**src/rtl/uart_fifo_periph.sv**
```systemverilog
// Memory-mapped 8N1 UART with TX/RX FIFOs, sticky error flags and a registered level interrupt.
// Four-register window at BASE_ADDR: TXDATA, RXDATA, STATUS, CTRL.
module uart_fifo_periph #(
    parameter int unsigned CLKS_PER_BIT = 5208,
    parameter int unsigned FIFO_DEPTH   = 8,
    parameter logic [31:0] BASE_ADDR    = 32'h4000_0018
) (
    input  logic        clk_i,
    input  logic        reset_i,
    input  logic        rd_i,
    input  logic        wr_i,
    input  logic [31:0] addr_i,
    input  logic [31:0] wdata_i,
    output logic [31:0] rdata_o,
    input  logic        rx_in_i,
    output logic        tx_out_o,
    output logic        irq_o
);
    localparam int unsigned AW   = $clog2(FIFO_DEPTH);
    localparam int unsigned CntW = AW + 1;
    localparam int unsigned CW   = $clog2(CLKS_PER_BIT);

    localparam logic [CntW-1:0] DepthCnt = CntW'(FIFO_DEPTH);
    localparam logic [CW-1:0]   BitLast  = CW'(CLKS_PER_BIT - 1);
    localparam logic [CW-1:0]   HalfLast = CW'(CLKS_PER_BIT / 2 - 1);

    localparam logic [31:0] AddrTx   = BASE_ADDR;
    localparam logic [31:0] AddrRx   = BASE_ADDR + 32'd4;
    localparam logic [31:0] AddrStat = BASE_ADDR + 32'd8;
    localparam logic [31:0] AddrCtrl = BASE_ADDR + 32'd12;

    typedef enum logic [1:0] {StIdle, StStart, StData, StStop} state_e;

    logic sel_tx, sel_rx, sel_stat, sel_ctrl;
    assign sel_tx   = (addr_i == AddrTx);
    assign sel_rx   = (addr_i == AddrRx);
    assign sel_stat = (addr_i == AddrStat);
    assign sel_ctrl = (addr_i == AddrCtrl);

    logic unused_wdata;
    assign unused_wdata = ^wdata_i[31:8];

    // ---------------- TX FIFO ----------------
    logic [7:0]      tx_mem_q [FIFO_DEPTH];
    logic [AW-1:0]   tx_wptr_q, tx_rptr_q;
    logic [CntW-1:0] tx_cnt_q, tx_cnt_d;
    logic            tx_full, tx_empty, tx_push, tx_pop;
    logic [7:0]      tx_head;

    assign tx_full  = (tx_cnt_q == DepthCnt);
    assign tx_empty = (tx_cnt_q == '0);
    assign tx_push  = wr_i & sel_tx & ~tx_full;
    assign tx_head  = tx_mem_q[tx_rptr_q];

    always_comb begin
        tx_cnt_d = tx_cnt_q;
        if (tx_push && !tx_pop) begin
            tx_cnt_d = tx_cnt_q + 1'b1;
        end else if (!tx_push && tx_pop) begin
            tx_cnt_d = tx_cnt_q - 1'b1;
        end
    end

    always_ff @(posedge clk_i) begin
        if (tx_push) begin
            tx_mem_q[tx_wptr_q] <= wdata_i[7:0];
        end
    end

    always_ff @(posedge clk_i) begin
        if (reset_i) begin
            tx_wptr_q <= '0;
            tx_rptr_q <= '0;
            tx_cnt_q  <= '0;
        end else begin
            if (tx_push) tx_wptr_q <= tx_wptr_q + 1'b1;
            if (tx_pop)  tx_rptr_q <= tx_rptr_q + 1'b1;
            tx_cnt_q <= tx_cnt_d;
        end
    end

    // ---------------- TX FSM ----------------
    state_e        tx_state_q;
    logic [CW-1:0] tx_tmr_q;
    logic [2:0]    tx_bit_q;
    logic [7:0]    tx_shift_q;
    logic          tx_out_q, tx_bit_end, tx_busy;

    assign tx_bit_end = (tx_tmr_q == BitLast);
    assign tx_busy    = (tx_state_q != StIdle);
    // Reload straight from STOP so consecutive bytes leave no idle gap.
    assign tx_pop     = ~tx_empty &
                        ((tx_state_q == StIdle) | ((tx_state_q == StStop) & tx_bit_end));
    assign tx_out_o   = tx_out_q;

    always_ff @(posedge clk_i) begin
        if (reset_i) begin
            tx_state_q <= StIdle;
            tx_tmr_q   <= '0;
            tx_bit_q   <= '0;
            tx_shift_q <= '0;
            tx_out_q   <= 1'b1;
        end else begin
            unique case (tx_state_q)
                StIdle: begin
                    tx_tmr_q <= '0;
                    tx_out_q <= 1'b1;
                    if (tx_pop) begin
                        tx_shift_q <= tx_head;
                        tx_out_q   <= 1'b0;
                        tx_state_q <= StStart;
                    end
                end
                StStart: begin
                    if (tx_bit_end) begin
                        tx_tmr_q   <= '0;
                        tx_bit_q   <= '0;
                        tx_out_q   <= tx_shift_q[0];
                        tx_state_q <= StData;
                    end else begin
                        tx_tmr_q <= tx_tmr_q + 1'b1;
                    end
                end
                StData: begin
                    if (tx_bit_end) begin
                        tx_tmr_q <= '0;
                        if (tx_bit_q == 3'd7) begin
                            tx_out_q   <= 1'b1;
                            tx_state_q <= StStop;
                        end else begin
                            tx_bit_q   <= tx_bit_q + 1'b1;
                            tx_shift_q <= {1'b0, tx_shift_q[7:1]};
                            tx_out_q   <= tx_shift_q[1];
                        end
                    end else begin
                        tx_tmr_q <= tx_tmr_q + 1'b1;
                    end
                end
                StStop: begin
                    if (tx_bit_end) begin
                        tx_tmr_q <= '0;
                        if (tx_pop) begin
                            tx_shift_q <= tx_head;
                            tx_out_q   <= 1'b0;
                            tx_state_q <= StStart;
                        end else begin
                            tx_out_q   <= 1'b1;
                            tx_state_q <= StIdle;
                        end
                    end else begin
                        tx_tmr_q <= tx_tmr_q + 1'b1;
                    end
                end
                default: tx_state_q <= StIdle;
            endcase
        end
    end

    // ---------------- RX synchroniser + FSM ----------------
    logic [1:0]    rx_sync_q;
    logic          rx_prev_q, rx_s, rx_fall;
    state_e        rx_state_q;
    logic [CW-1:0] rx_tmr_q;
    logic [2:0]    rx_bit_q;
    logic [7:0]    rx_shift_q;
    logic          rx_bit_end, rx_push, rx_frame_bad;

    assign rx_s         = rx_sync_q[1];
    assign rx_fall      = rx_prev_q & ~rx_s;
    assign rx_bit_end   = (rx_tmr_q == BitLast);
    assign rx_push      = (rx_state_q == StStop) & rx_bit_end & rx_s;
    assign rx_frame_bad = (rx_state_q == StStop) & rx_bit_end & ~rx_s;

    always_ff @(posedge clk_i) begin
        if (reset_i) begin
            rx_sync_q  <= 2'b11;
            rx_prev_q  <= 1'b1;
            rx_state_q <= StIdle;
            rx_tmr_q   <= '0;
            rx_bit_q   <= '0;
            rx_shift_q <= '0;
        end else begin
            rx_sync_q <= {rx_sync_q[0], rx_in_i};
            rx_prev_q <= rx_s;
            unique case (rx_state_q)
                StIdle: begin
                    rx_tmr_q <= '0;
                    if (rx_fall) rx_state_q <= StStart;
                end
                StStart: begin
                    if (rx_tmr_q == HalfLast) begin
                        rx_tmr_q   <= '0;
                        rx_bit_q   <= '0;
                        rx_state_q <= rx_s ? StIdle : StData;
                    end else begin
                        rx_tmr_q <= rx_tmr_q + 1'b1;
                    end
                end
                StData: begin
                    if (rx_bit_end) begin
                        rx_tmr_q   <= '0;
                        rx_shift_q <= {rx_s, rx_shift_q[7:1]};
                        if (rx_bit_q == 3'd7) rx_state_q <= StStop;
                        else                  rx_bit_q   <= rx_bit_q + 1'b1;
                    end else begin
                        rx_tmr_q <= rx_tmr_q + 1'b1;
                    end
                end
                StStop: begin
                    if (rx_bit_end) begin
                        rx_tmr_q   <= '0;
                        rx_state_q <= StIdle;
                    end else begin
                        rx_tmr_q <= rx_tmr_q + 1'b1;
                    end
                end
                default: rx_state_q <= StIdle;
            endcase
        end
    end

    // ---------------- RX FIFO ----------------
    logic [7:0]      rx_mem_q [FIFO_DEPTH];
    logic [AW-1:0]   rx_wptr_q, rx_rptr_q;
    logic [CntW-1:0] rx_cnt_q, rx_cnt_d;
    logic            rx_full, rx_empty, rx_pop, rx_push_ok, rx_overrun_set;
    logic [7:0]      rx_head;

    assign rx_full        = (rx_cnt_q == DepthCnt);
    assign rx_empty       = (rx_cnt_q == '0);
    assign rx_pop         = rd_i & sel_rx & ~rx_empty;
    // A same-cycle bus pop frees the slot the receiver needs.
    assign rx_push_ok     = rx_push & (~rx_full | rx_pop);
    assign rx_overrun_set = rx_push & rx_full & ~rx_pop;
    assign rx_head        = rx_mem_q[rx_rptr_q];

    always_comb begin
        rx_cnt_d = rx_cnt_q;
        if (rx_push_ok && !rx_pop) begin
            rx_cnt_d = rx_cnt_q + 1'b1;
        end else if (!rx_push_ok && rx_pop) begin
            rx_cnt_d = rx_cnt_q - 1'b1;
        end
    end

    always_ff @(posedge clk_i) begin
        if (rx_push_ok) begin
            rx_mem_q[rx_wptr_q] <= rx_shift_q;
        end
    end

    always_ff @(posedge clk_i) begin
        if (reset_i) begin
            rx_wptr_q <= '0;
            rx_rptr_q <= '0;
            rx_cnt_q  <= '0;
        end else begin
            if (rx_push_ok) rx_wptr_q <= rx_wptr_q + 1'b1;
            if (rx_pop)     rx_rptr_q <= rx_rptr_q + 1'b1;
            rx_cnt_q <= rx_cnt_d;
        end
    end

    // ---------------- CTRL, sticky flags, irq ----------------
    logic [1:0] ctrl_q;
    logic       rx_ovr_q, tx_ovf_q, frame_err_q, irq_q;
    logic [7:0] status;

    assign status = {frame_err_q, tx_ovf_q, tx_busy, rx_ovr_q,
                     rx_full, rx_empty, tx_empty, tx_full};
    assign irq_o  = irq_q;

    always_ff @(posedge clk_i) begin
        if (reset_i) begin
            ctrl_q      <= '0;
            rx_ovr_q    <= 1'b0;
            tx_ovf_q    <= 1'b0;
            frame_err_q <= 1'b0;
            irq_q       <= 1'b0;
        end else begin
            if (wr_i && sel_ctrl) begin
                ctrl_q <= wdata_i[1:0];
                if (wdata_i[4]) begin
                    rx_ovr_q    <= 1'b0;
                    tx_ovf_q    <= 1'b0;
                    frame_err_q <= 1'b0;
                end
            end
            // New events win over a same-cycle clear.
            if (rx_overrun_set)           rx_ovr_q    <= 1'b1;
            if (wr_i && sel_tx && tx_full) tx_ovf_q    <= 1'b1;
            if (rx_frame_bad)             frame_err_q <= 1'b1;
            irq_q <= (ctrl_q[0] & ~rx_empty) | (ctrl_q[1] & tx_empty & ~tx_busy);
        end
    end

    always_comb begin
        rdata_o = '0;
        if (rd_i) begin
            if (sel_rx && !rx_empty) rdata_o = {24'b0, rx_head};
            else if (sel_stat)       rdata_o = {24'b0, status};
            else if (sel_ctrl)       rdata_o = {30'b0, ctrl_q};
        end
    end
endmodule

```
**config.mk**
```make
export PLATFORM = sky130hd
export DESIGN_NAME = uart_fifo_periph
export DESIGN_NICKNAME = d
export VERILOG_FILES = /design/src/rtl/uart_fifo_periph.sv
export SDC_FILE = /design/constraint.sdc
export NUM_CORES = 1
export LEC_CHECK = 0
export BUFFER_PORTS_ARGS = -buffer_cell sky130_fd_sc_hd__buf_2
export CAP_MARGIN = 20
export CORE_UTILIZATION = 45
export CTS_CLUSTER_DIAMETER = 100
export DETAILED_ROUTE_END_ITERATION = 8
export PLACE_DENSITY = 0.61
export SKIP_LAST_GASP = 1
export SYNTH_ARGS = -nofsm -noshare
export SYNTH_HDL_FRONTEND = slang
export SYNTH_SLANG_ARGS = --single-unit
```
**constraint.sdc**
```tcl
create_clock -name clk_i -period 5.3 [get_ports clk_i]
set_clock_uncertainty 0.05 [all_clocks]
set_input_delay 1.06 -clock clk_i [delete_from_list [all_inputs] [get_ports clk_i]]
set_output_delay 1.06 -clock clk_i [all_outputs]
set_load 0.05 [all_outputs]
```
==> impl_metrics.ini, run 1 <==
[status]
status = completed

[cells_and_area]
multi_input_area_um2 = 3538
stdcell_count = 1059
nNetsFinal = 862
area_growth_pct = 14.51
seqCellArea_um2 = 5605
fill_cells = 1701
drive_above_1_share = 0.1954

[clocking]
clk_pin_slew_ns = 0.06
clock_sinks = 216
cts-root-buf = clkbuf_16
postCtsSetupBuffers = 0
ctsResizeCount = 0
htree_levels = 1
insertion_delay_ns = 0.50
hold_buffers = 0
cts_buffer_depth = 3
cts_tree = done
cts_buffers = 24

[setup_path]
end_kind = output pin
cpMaxStageDelayCell = or4_1
slowest_delay_ns = 0.86
cp.arrival_ns = 3.34
crit_buf_inv = 2
critPathMaxFanout = 15
crit_top_cell = buf_2
reg2reg_depth = 12
path_delay_family = simple AND/OR/NAND/NOR gates
r2r-end = rx_cnt_q[3]
path_cells = buf_2 > nor4_2 > nand3_1 > or4_1 > o2bb2ai_1 > buf_2
timing.rr.start = rx_cnt_q[0]
critical_path_class = input pin to output pin
worst_ep_required_time_ns = 4.19
reg2reg_slack_ns = 1.72
startpoint_type = input pin

[sta]
finalCriticalPeriod_ns = 4.451
rsz0062_at_grt = false
finalCritPeriodShare = 0.8398
setup_tns_ns = 0
setup_slack_ns = 0.8491
finalMaxSlewViolations = 0
slew_headroom = 0.3703
setup_viol = 0
clock.fmax_mhz = 224.7
hold_violations = 0
worst_pin_slew_ns = 0.9411

[synthesis]
syn-cell-area_um2 = 9407
ys_top_cells_by_count = 128 x edfxtp_1, 88 x dfxtp_1, 88 x nor2_1, 35 x mux2i_1, 33 x nand2_1
yosysTopAreaCell = edfxtp_1
synth-seq-cells = 216
yosysTopAreaCellShare = 0.4086
yosys-top-cells-area = edfxtp_1 41%, dfxtp_1 19%, mux4_2 7.7%
synth_flop_cell = edfxtp_1
synth.distinct_cells = 63
syn_area_per_cell_um2 = 13.21
ys_warn_count = 0
synth-async-reset-ratio = 0
post-synth-top-count-cell = edfxtp_1
seq_area_frac_synth = 0.5959
synth_edf_count = 128
syn-instance-count = 712

[pwr]
ir_drop_uv = 260.4
leakagePower_nw = 3.794
total_power_w = 0.004349
power_density_nw_per_um2 = 403.7

[global_routing]
grt_pass1_vias = 5959
antenna_found_initial = 1
grt-ovfl-total = 0
grt_pass1_wl_um = 30860
grt_usage = 0.1824
grt_max_degree = 51

[drt]
wl_per_cell_um = 18.18
first_iter_violations = 302
wl_um = 19250
vias = 5799
post-route-drc-count = 0
first_pass_iters = 4
antenna_left = 0
vias_per_cell = 5.476

[placed_design]
post-place-ws_ns = 0.6901
routabilityCongestion = 0.8339
port_buffers = 54
dp.final_hpwl_um = 13100
place_inst = 1015

[hold_path]
hold_depth = 1
min_path_type = flop to flop
hp-start = rx_sync_q[0]
min_to = rx_sync_q[1]

[floorplan]
die_h_um = 146.6
core_area_um2 = 20360
dieArea_um2 = 21490
pin_count = 103
start_util = 0.4619
rows = 52
fp.dieW_um = 146.6

[run]
maxCapViolations = 0
cell type report:
cell class	count	share of cell area
Sequential cell	216	0.5204
Multi-Input combinational cell	452	0.3285
Clock buffer	29	0.06133
Timing Repair Buffer	62	0.03438
Tap cell	270	0.03136
Clock inverter	14	0.01859
Inverter	15	0.005227
Antenna cell	1	0.0002323
layout by cell type, fill, tap and decap left out, types with 11 or more instances in the layout:
| cell type | instances |
|---|---|
| a21oi_1 | 16 |
| a22o_1 | 13 |
| buf_2 | 54 |
| clkbuf_16 | 25 |
| conb_1 | 24 |
| dfxtp_1 | 88 |
| edfxtp_1 | 128 |
| ha_1 | 20 |
| inv_1 | 14 |
| mux2i_1 | 35 |
| mux4_2 | 32 |
| nand2_1 | 33 |
| nand3_1 | 11 |
| nand4_1 | 16 |
| nor2_1 | 88 |
| nor3_1 | 12 |
| o21ai_0 | 13 |
| xnor2_1 | 16 |
| xor2_1 | 14 |
per-stage QoR:
stage / util / hold WS [ns] / instance area (um^2)
4_1_cts: 0.5288 / 0.3656 / 10770
3_5_place_dp: 0.4865 / 0.3514 / 9908
6_report: 0.5289 / 0.3639 / 10770
3_3_place_gp: 0.4838 / 0.3433 / 9853
2_1_floorplan: - / 0.3395 / 9493
5_1_grt: 0.5288 / 0.3780 / 10770
power breakdown:
part / internal [W] / total [W] / leakage [nW] / switching, W
Combinational: 0.000283 / 0.000660 / 1.50 / 0.000377
Clock: 0.00113 / 0.00177 / 0.415 / 0.000643
Sequential: 0.00184 / 0.00192 / 1.88 / 0.0000787
state kept, by name (all words and copies together), names as in the netlist, 2 cells and up, named ones only:
register	cells
rx_shift_q	8
rx_bit_q	3
rx_cnt_q	4
tx_rptr_q	3
tx_tmr_q	13
rx_tmr_q	13
tx_bit_q	3
rx_rptr_q	3
rx_mem_q	64
tx_cnt_q	4
rx_wptr_q	3
tx_shift_q	8
rx_sync_q	2
tx_wptr_q	3
tx_mem_q	64
tx_state_q	2
ctrl_q	2
metal layers:
layer,vias up,track usage,share of wire
met3,40,0.03125,0.042
li1,2755,-,-
met1,2874,0.2267,0.43
met2,130,0.3213,0.51
met4,0,0.05885,0.021
met5,-,0,0
worst max-delay path by stage:
stage                     cells past startpoint  slack, ns     endpoint  startpoint
final                                         6       0.85   rdata_o[6]  addr_i[24]
after global routing                          6       0.75   rdata_o[0]  addr_i[24]
after CTS                                     6       0.87   rdata_o[0]  addr_i[24]
after detailed placement                     13       0.69  rx_cnt_q[3]  addr_i[24]
after global placement                       13       0.78  rx_cnt_q[3]  addr_i[18]
after floorplan                               6       1.03   rdata_o[0]   addr_i[1]
cell families (layout without fill, tap and decap cells):
| logic type | after synthesis | in the layout | share of synthesized area |
|---|---|---|---|
| simple gates | 231 | 231 | 0.1325 |
| fa+ha+maj | 22 | 22 | 0.03086 |
| flops | 216 | 216 | 0.5959 |
| buf+inv | 67 | 120 | 0.03777 |
| mux | 70 | 70 | 0.1175 |
| compound gates | 75 | 75 | 0.05720 |
| other cells | 1 | 25 | 0.0003987 |
| xor+xnor | 30 | 30 | 0.02793 |
(Power assumes the default switching activity.)
==> run 2: changes to the inputs <==
--- a/config.mk
+++ b/config.mk
@@ -5,6 +5,7 @@
 export SDC_FILE = /design/constraint.sdc
 export NUM_CORES = 1
 export LEC_CHECK = 0
+export ABC_AREA = 1
 export BUFFER_PORTS_ARGS = -buffer_cell sky130_fd_sc_hd__buf_2
 export CAP_MARGIN = 20
 export CORE_UTILIZATION = 45
==> constraint.sdc (replaced) <==
create_clock -name clk_i -period 4.1 [get_ports clk_i]
set_clock_uncertainty 0.05 [all_clocks]
set_input_delay 0.82 -clock clk_i [delete_from_list [all_inputs] [get_ports clk_i]]
set_output_delay 0.82 -clock clk_i [all_outputs]
set_load 0.05 [all_outputs]
==> impl_metrics.ini, run 2 <==
[clocking]
clock_sinks = 216
cts_tree = done
cts_buffers = 24
cts-root-buf = clkbuf_16
insertion_delay_ns = 0.51
ctsResizeCount = 0
htree_levels = 1
clk_pin_slew_ns = 0.06
postCtsSetupBuffers = 0
hold_buffers = 0
cts_buffer_depth = 3

[synthesis]
syn-cell-area_um2 = 9908
post-synth-top-count-cell = nand2_1
synth_flop_cell = edfxtp_1
yosysTopAreaCellShare = 0.3879
yosysTopAreaCell = edfxtp_1
ys_top_cells_by_count = 250 x nand2_1, 129 x nor2_1, 128 x edfxtp_1, 94 x inv_1, 88 x dfxtp_1
yosys-top-cells-area = edfxtp_1 39%, dfxtp_1 18%, nand2_1 9.5%
synth_edf_count = 128
synth-seq-cells = 216
synth.distinct_cells = 48
synth-async-reset-ratio = 0
seq_area_frac_synth = 0.5657
syn_area_per_cell_um2 = 9.115
syn-instance-count = 1087
ys_warn_count = 0

[pwr]
p_sw_frac = 0.2962
clkPwrFrac = 0.378
ir_drop_uv = 317.0
power.switching_w = 0.001772
p_int_w = 0.004209
leakagePower_nw = 4.435
power_density_nw_per_um2 = 530.2
combPwrFrac = 0.208
seqPwrFrac = 0.414
total_power_w = 0.005980

[placed_design]
dp.final_hpwl_um = 13960
routabilityCongestion = 0.8057
place_inst = 1405
postPlaceCellArea_um2 = 10430
port_buffers = 54

[drt]
vias = 7199
antenna_left = 0
wl_per_cell_um = 13.86
vias_per_cell = 4.968
wl_um = 20090
first_pass_iters = 5
post-route-drc-count = 0
first_iter_violations = 385

[setup_path]
startpoint_type = input pin
endpoint = rdata_o[7]
cp.arrival_ns = 2.74
cpMaxStageDelayCell = nor3_1
critical_path_class = input pin to output pin
reg2reg_depth = 18
timing.rr.start = rx_tmr_q[0]
path_cells = buf_2 > nor2_1 > nand2_1 > nor2_1 > nand2_1 > nor3_1 > nand4_2 > o21ai_0 > buf_2
end_kind = output pin
critPathMaxFanout = 6
reg2reg_slack_ns = 1.23
r2r-end = rx_cnt_q[3]
slowest_delay_ns = 0.48
critPathLaunch = addr_i[25]
worst_ep_required_time_ns = 3.23

[cells_and_area]
antennaDiodeCount = 0
nNetsFinal = 1247
fin_area_um2 = 11280
final_cell_mix = 250 x nand2_1, 129 x nor2_1, 128 x edfxtp_1
stdcell_count = 1449
seqCellArea_um2 = 5605
fill_cells = 1945
multi_input_area_um2 = 3662
reg_top3 = rx_mem_q: 64 flops, tx_mem_q: 64 flops
area_growth_pct = 13.84
drive_above_1_share = 0.1388
final_common_cell = nand2_1

[global_routing]
grt_usage = 0.1851
grt_pass1_vias = 6708
grt-ovfl-total = 0
antenna_found_initial = 0
grt_pass1_wl_um = 33220
grt_max_degree = 40

[floorplan]
core_area_um2 = 21290
fp.dieW_um = 150.4
start_util = 0.4655
die_h_um = 150.4
dieArea_um2 = 22620
rows = 53
pin_count = 103

[sta]
hold_violations = 0
finalMaxSlewViolations = 0
clock.fmax_mhz = 277.3
setup_tns_ns = 0
slew_headroom = 0.4329
rsz0062_at_grt = false
finalCritPeriodShare = 0.8795
setup_viol = 0
worst_pin_slew_ns = 0.8475
finalCriticalPeriod_ns = 3.606
hold_ws_ns = 0.3667

[run]
maxCapViolations = 0

[status]
status = completed

[hold_path]
min_path_type = flop to flop
## run 2: cell families after synthesis
kind of cell               after synthesis  synth area share
xor gates and xnor gates                14           0.01238
other                                    1         0.0003785
adders and majority gates               22           0.02930
DFF                                    216            0.5657
AOI/OAI and AO/OA                      143           0.08385
and+or+nand+nor                        532            0.2350
buffers and inverters                  159           0.07337
## run 2: layer usage
metal	track usage	wire length (um)
met1	0.2708	10100
met5	0	0
met4	0.05202	381
met3	0.02485	888
met2	0.2862	8723
## run 2: how the worst min path moves through the flow
stage | slack (ns) | end | startpoint | cells past startpoint
5_1_grt | 0.39 | rx_sync_q[1] | rx_sync_q[0] | 1
4_1_cts | 0.37 | rx_sync_q[1] | rx_sync_q[0] | 1
3_5_place_dp | 0.35 | rx_sync_q[1] | rx_sync_q[0] | 1
2_1_floorplan | 0.34 | rx_sync_q[1] | rx_sync_q[0] | 1
6_report | 0.37 | rx_sync_q[1] | rx_sync_q[0] | 1
3_3_place_gp | 0.34 | rx_sync_q[1] | rx_sync_q[0] | 1
## run 2: cell type report
class | instances | area share
inverter | 105 | 0.03494
clock inverter | 15 | 0.01708
tap | 275 | 0.03050
multi-input combinational | 735 | 0.3247
timing repair buffer | 74 | 0.03727
clock buffer | 29 | 0.05857
sequential | 216 | 0.4969
## run 2: stage by stage
step | util | setup WS [ns]
final | 0.5299 | 0.4940
after global routing | 0.5299 | 0.3410
after CTS | 0.5299 | 0.4751
after detailed placement | 0.4898 | 0.4804
after global placement | 0.4898 | 0.4897
after floorplan | - | 0.4773
## run 2: worst max-delay path, delay by kind of cell
family                 cells  cell delay [ns]
AND/OR/NAND/NOR            6             1.18
buffers and inverters      2             0.41
AO/OA/AOI/OAI              1             0.32
## run 2: power by group through the flow
| stage | logic (W) | clock network (W) | registers [W] |
|---|---|---|---|
| 3_3_place_gp | 0.00124 | 0 | 0.00252 |
| 2_1_floorplan | 0.00107 | 0 | 0.00250 |
| 6_report | 0.00124 | 0.00226 | 0.00247 |
| 4_1_cts | 0.00126 | 0.00231 | 0.00247 |
| 5_1_grt | 0.00143 | 0.00240 | 0.00249 |
| 3_5_place_dp | 0.00126 | 0 | 0.00252 |
